$ cat config.mk
export PLATFORM = sky130hd
export DESIGN_NAME = seven_seg_scan_ctrl
export DESIGN_NICKNAME = d
export VERILOG_FILES = /design/src/rtl/seven_seg_scan_ctrl.sv
export SDC_FILE = /design/constraint.sdc
export NUM_CORES = 1
export LEC_CHECK = 0
export ABC_AREA = 1
export BUFFER_PORTS_ARGS = -buffer_cell sky130_fd_sc_hd__buf_2
export CAP_MARGIN = 25
export CORE_ASPECT_RATIO = 1.25
export CORE_UTILIZATION = 53
export CTS_CLUSTER_SIZE = 14
export DETAILED_ROUTE_END_ITERATION = 8
export GPL_ROUTABILITY_DRIVEN = 1
export PLACE_DENSITY = 0.81
export SLEW_MARGIN = 15
export SYNTH_ARGS = -nofsm -noshare
export SYNTH_HDL_FRONTEND = slang
export SYNTH_SLANG_ARGS = --single-unit
$ cat constraint.sdc
create_clock -name clk -period 1.8 [get_ports clk]
set_clock_uncertainty 0.05 [all_clocks]
set_input_delay 0.36 -clock clk [delete_from_list [all_inputs] [get_ports clk]]
set_output_delay 0.36 -clock clk [all_outputs]
set_load 0.01 [all_outputs]
$ cat src/rtl/seven_seg_scan_ctrl.sv
// -----------------------------------------------------------------------------
// seven_seg_scan_ctrl
//
// Time-multiplexed scan controller for a bank of common-anode 7-segment digits
// that share one BCD-to-segment decoder. A prescaler divides clk into digit
// slots. Each slot hands the shared decoder one digit's code and pulls that
// digit's enable low.
//
// The display value is double-buffered. A load is parked in a shadow register
// and only becomes visible at the frame boundary, which is the slot tick that
// wraps from the last digit back to digit 0. This prevents tearing mid-frame.
//
// Optional leading-zero blanking replaces zero digits above the most
// significant non-zero digit with the blank code 4'hF. Digit 0 is never
// blanked.
//
// Ports
//   clk         in   system clock, rising edge
//   rst_n       in   synchronous reset, active-low
//   load        in   capture value/blank_lz this cycle
//   value       in   4*NUM_DIGITS digit codes, nibble k = digit k
//   blank_lz    in   leading-zero blanking request, captured with value
//   bcd         out  code for the shared decoder (4'hF = blank)
//   digit_n     out  active-low digit enables, at most one low
//   frame_done  out  one-cycle pulse on each frame boundary
// -----------------------------------------------------------------------------
module seven_seg_scan_ctrl #(
  parameter int NUM_DIGITS = 4,
  parameter int TICK_DIV   = 50000
) (
  input  logic                    clk,
  input  logic                    rst_n,
  input  logic                    load,
  input  logic [4*NUM_DIGITS-1:0] value,
  input  logic                    blank_lz,
  output logic [3:0]              bcd,
  output logic [NUM_DIGITS-1:0]   digit_n,
  output logic                    frame_done
);

  localparam int IDX_W = (NUM_DIGITS > 1) ? $clog2(NUM_DIGITS) : 1;
  localparam int PRE_W = (TICK_DIV > 1) ? $clog2(TICK_DIV) : 1;
  localparam int VAL_W = 4 * NUM_DIGITS;

  logic [PRE_W-1:0]      r_pre_cnt;
  logic [IDX_W-1:0]      r_idx;
  logic [VAL_W-1:0]      r_shadow;
  logic                  r_shadow_lz;
  logic                  r_pending;
  logic [VAL_W-1:0]      r_active;
  logic                  r_lz_act;
  logic [3:0]            r_bcd;
  logic [NUM_DIGITS-1:0] r_digit_n;
  logic                  r_frame_done;

  logic                  w_tick;
  logic                  w_last_idx;
  logic                  w_boundary;
  logic                  w_take;
  logic [IDX_W-1:0]      w_idx_next;
  logic [VAL_W-1:0]      w_active_next;
  logic                  w_lz_next;
  logic [3:0]            w_bcd_next;
  logic [NUM_DIGITS-1:0] w_digit_n_next;
  logic [3:0]            w_nib;
  logic                  w_zero_run;

  always_comb begin
    w_tick     = (r_pre_cnt == PRE_W'(TICK_DIV - 1));
    w_last_idx = (r_idx == IDX_W'(NUM_DIGITS - 1));
    w_boundary = w_tick && w_last_idx;
    w_idx_next = w_last_idx ? '0 : r_idx + IDX_W'(1);

    // A load in the boundary cycle itself bypasses the shadow, so digit 0 of
    // the new frame already shows it.
    w_take        = w_boundary && (r_pending || load);
    w_active_next = r_active;
    w_lz_next     = r_lz_act;
    if (w_take) begin
      w_active_next = load ? value : r_shadow;
      w_lz_next     = load ? blank_lz : r_shadow_lz;
    end
  end

  // Walk from the most significant digit down. w_zero_run stays set while
  // every nibble seen so far (this one included) is zero, which is exactly
  // the leading-zero condition for the current digit.
  always_comb begin
    w_bcd_next     = 4'hF;
    w_digit_n_next = '1;
    w_nib          = 4'h0;
    w_zero_run     = 1'b1;
    for (int k = NUM_DIGITS - 1; k >= 0; k--) begin
      w_nib      = w_active_next[4*k +: 4];
      w_zero_run = w_zero_run && (w_nib == 4'h0);
      if (w_idx_next == IDX_W'(k)) begin
        w_digit_n_next[k] = 1'b0;
        w_bcd_next        = (w_lz_next && w_zero_run && (k != 0)) ? 4'hF : w_nib;
      end
    end
  end

  always_ff @(posedge clk) begin
    if (!rst_n) begin
      r_pre_cnt    <= '0;
      r_idx        <= IDX_W'(NUM_DIGITS - 1);
      r_shadow     <= '0;
      r_shadow_lz  <= 1'b0;
      r_pending    <= 1'b0;
      r_active     <= '0;
      r_lz_act     <= 1'b0;
      r_bcd        <= 4'hF;
      r_digit_n    <= '1;
      r_frame_done <= 1'b0;
    end else begin
      r_pre_cnt <= w_tick ? '0 : r_pre_cnt + PRE_W'(1);

      if (load) begin
        r_shadow    <= value;
        r_shadow_lz <= blank_lz;
        r_pending   <= 1'b1;
      end
      // The boundary consumes whatever is pending, including a same-cycle load.
      if (w_boundary) begin
        r_pending <= 1'b0;
      end

      r_active     <= w_active_next;
      r_lz_act     <= w_lz_next;
      r_frame_done <= w_boundary;

      // Outputs only move on a slot tick. Until the first tick after reset
      // they keep the blank/all-off reset values.
      if (w_tick) begin
        r_idx     <= w_idx_next;
        r_bcd     <= w_bcd_next;
        r_digit_n <= w_digit_n_next;
      end
    end
  end

  assign bcd        = r_bcd;
  assign digit_n    = r_digit_n;
  assign frame_done = r_frame_done;

endmodule

==> qor.csv <==
stage,metric,value,unit
finish,drive_above_1_share,0.3729,
route,wl_per_cell,14.90,µm
placed_design,io_buffers,28,
sta,worstMarginPinSlew,495.8,ps
power,power_leakage,0.002047,µW
sta,timing.final.crit_share,1.239,
placed_design,place_inst,553,
sta,maxSlewHeadroom,0.6660,
floorplanning,row_count,29,
placed_design,dp_hpwl,5.249,mm
grt,grt.overflow.total,0,
yosys,synth_area_leaders,"dfxtp_1 (42%), nand2_1 (13%), nor2_1 (8.8%)",
route,ant_nets,0,
sta,rsz0062_at_grt,yes,
worst_setup_path,end_kind,flip-flop,
floorplanning,die_w,68.64,µm
clock_network,cts_buffers,9,
finish,multi_input_area,1647,µm²
clock_network,clkSinkCount,62,
clock_network,cts_tree,done,
yosys,ys_types,33,
route,firstDrtPassIters,6,
floorplanning,dieArea,5854,µm²
yosys,ys_warn_count,0,
yosys,synth_top_area_share,0.4219,
yosys,postSynthAreaPerCell,7.071,µm²
worst_setup_path,cp.arrival,2480,ps
floorplanning,top_level_ports,29,
finish,syn_to_final_growth,42.24,%
sta,fin_ws,-430.5,ps
route,drc,0,
power,vdd_ir_drop_max,0.6325,mV
grt,grt_pass1_wl,13.01,mm
worst_setup_path,rrSetupSlack,-430,ps
finish,finish.utilization,0.8008,
sta,timing.final.max_slew_violations,0,
route,viasPerCell,5.420,
yosys,dominantRegCellSynth,dfxtp_1,
yosys,synth_edf_count,0,
sta,min_period,2231,ps
yosys,synthArstFlopShare,0,
grt,grt_use_total,0.3031,
yosys,yosysSeqAreaShare,0.4219,
worst_setup_path,required,2050,ps
yosys,ys_ff_latch,62,
yosys,netlist_instances,416,
clock_network,clock_tree.root_cell,clkbuf_8,
grt,antenna_found_initial,0,
worst_setup_path,critPathLaunchType,flip-flop,
run_status,run_status,"finished, violations left",
clock_network,clk_pin_slew,70,ps
route,finalWirelength,8.836,mm
run_status,violations,negative setup slack,
clock_network,ctsHoldBuffers,0,
floorplanning,start_util,0.5630,
placed_design,place_ws,-325.7,ps
grt,grt_max_degree,31,
placed_design,gp_congestion,0.8503,
route,vias,3214,
clock_network,cts_buffer_depth,2,
sta,max_freq,448.3,MHz
finish,final_nets,552,
min_path,hold_path_class,in -> reg,
finish,fillCellCount,338,
grt,grt_pass1_vias,3039,
yosys,synth_most_common_cell,nand2_1,
job,drv_cap,0,
power,p_per_area,679.4,nW/µm²
worst_setup_path,path_class,reg -> reg,
sta,finalSetupViolCount,10,
clock_network,cts_htree_levels,3,
floorplanning,die_h,85.30,µm
yosys,netlist_top_cells_count,"nand2_1 (101), nor2_1 (69), dfxtp_1 (62), inv_1 (46)",
finish,diodes,0,
worst_setup_path,crit_fanout,7,
yosys,synth_top_area_cell,dfxtp_1,
power,finalPower,2843,µW
yosys,synth_fp_nets,442,
clock_network,clk_latency,360,ps
finish,final_cells,593,
floorplanning,core,5225,µm²
route,drtIter0Drc,202,
sta,hold_viol,0,
yosys,syn_area,2942,µm²
finish,regArea,1247,µm²
registers in the layout (all words and copies together), names as in the netlist:
signal and count:
r_lz_act 1, r_idx 2, digit_n 4, r_active 16, bcd 4, r_shadow 16
r_shadow_lz 1, frame_done 1, r_pending 1, r_pre_cnt 16
area by class of cell:
type,count,area share
multi-input combinational,287,0.3935
clock buffer,12,0.03708
sequential,62,0.2981
tap,62,0.01854
clock inverter,4,0.01077
inverter,55,0.05114
timing repair buffer,111,0.1908
placed cells by master, fill, tap and decap left out, drive strengths merged, types with 6 or more instances in the layout:
cell type	count
nand2	101
ha	6
nand3	24
inv	52
a21oi	22
or2	8
clkinv	6
dfxtp	62
mux2i	9
clkbuf	12
buf	111
nor2	73
nor3b	7
o21ai	15
nand4	12
final timing paths:
path,startpoint,to,cells after the start
hold reg to reg,r_shadow_lz$_SDFF_PN0_,r_shadow_lz$_SDFF_PN0_,2
hold / removal,value[6],r_shadow[6]$_SDFF_PN0_,3
setup reg to reg,r_pre_cnt[1]$_SDFF_PP0_,bcd[2]$_SDFFE_PN1P_,16
setup / recovery,r_pre_cnt[1]$_SDFF_PP0_,bcd[2]$_SDFFE_PN1P_,16
logic make-up (layout without fill, tap and decap cells):
logic type	count (synthesis)	in the layout	share of synthesized area
muxes	9	9	0.03063
DFF	62	62	0.4219
xor gates and xnor gates	1	1	0.002978
buffers and inverters	68	182	0.09656
AOI/OAI and AO/OA	42	42	0.07826
and+or+nand+nor	228	229	0.3441
adders and majority gates	6	6	0.02552
worst max-delay path, cell delays in order (launching register included):
cell and delay, ps:
dfxtp_2 350, ha_4 150, nand3_4 110, inv_4 90
nand2_4 60, nor2_4 230, buf_4 150, nand4_1 80
nand2_1 120, nand3_2 110, nor2_4 170, nand3_2 120
nand2_1 80, nand2_1 60, nand3_2 90, nand2_1 70
nand2_1 50
where the power goes:
part	switching, µW	internal (µW)
Clock	548	708
Sequential	13.4	1400
Combinational	95.7	74.5
routing by layer:
metal | track usage | wire length (µm) | part of all wire
met5 | 0 | 0 | 0
met4 | 0.2311 | 490 | 0.055
met3 | 0.07930 | 433 | 0.049
met2 | 0.5267 | 4620 | 0.52
met1 | 0.2907 | 3291 | 0.37
what timing repair did:
action / in CTS / in global routing
resized for setup: 33 / 33
endpoints found under the setup margin: 9 / 16
endpoints found under the hold margin: 0 / 0
cloned: 1 / 0
pin swaps: 10 / 22
buffers inserted: 15 / 10
metrics by stage:
stage	instance area (µm²)	setup TNS, ps	hold WS (ps)
6_report	4184	-2145	226.6
2_1_floorplan	2974	-127.3	370.3
5_1_grt	4184	-3422	245.0
3_5_place_dp	3572	-1764	404.2
4_1_cts	4020	-1333	222.2
3_3_place_gp	3572	-1312	402.6
(Power assumes the default switching activity.)
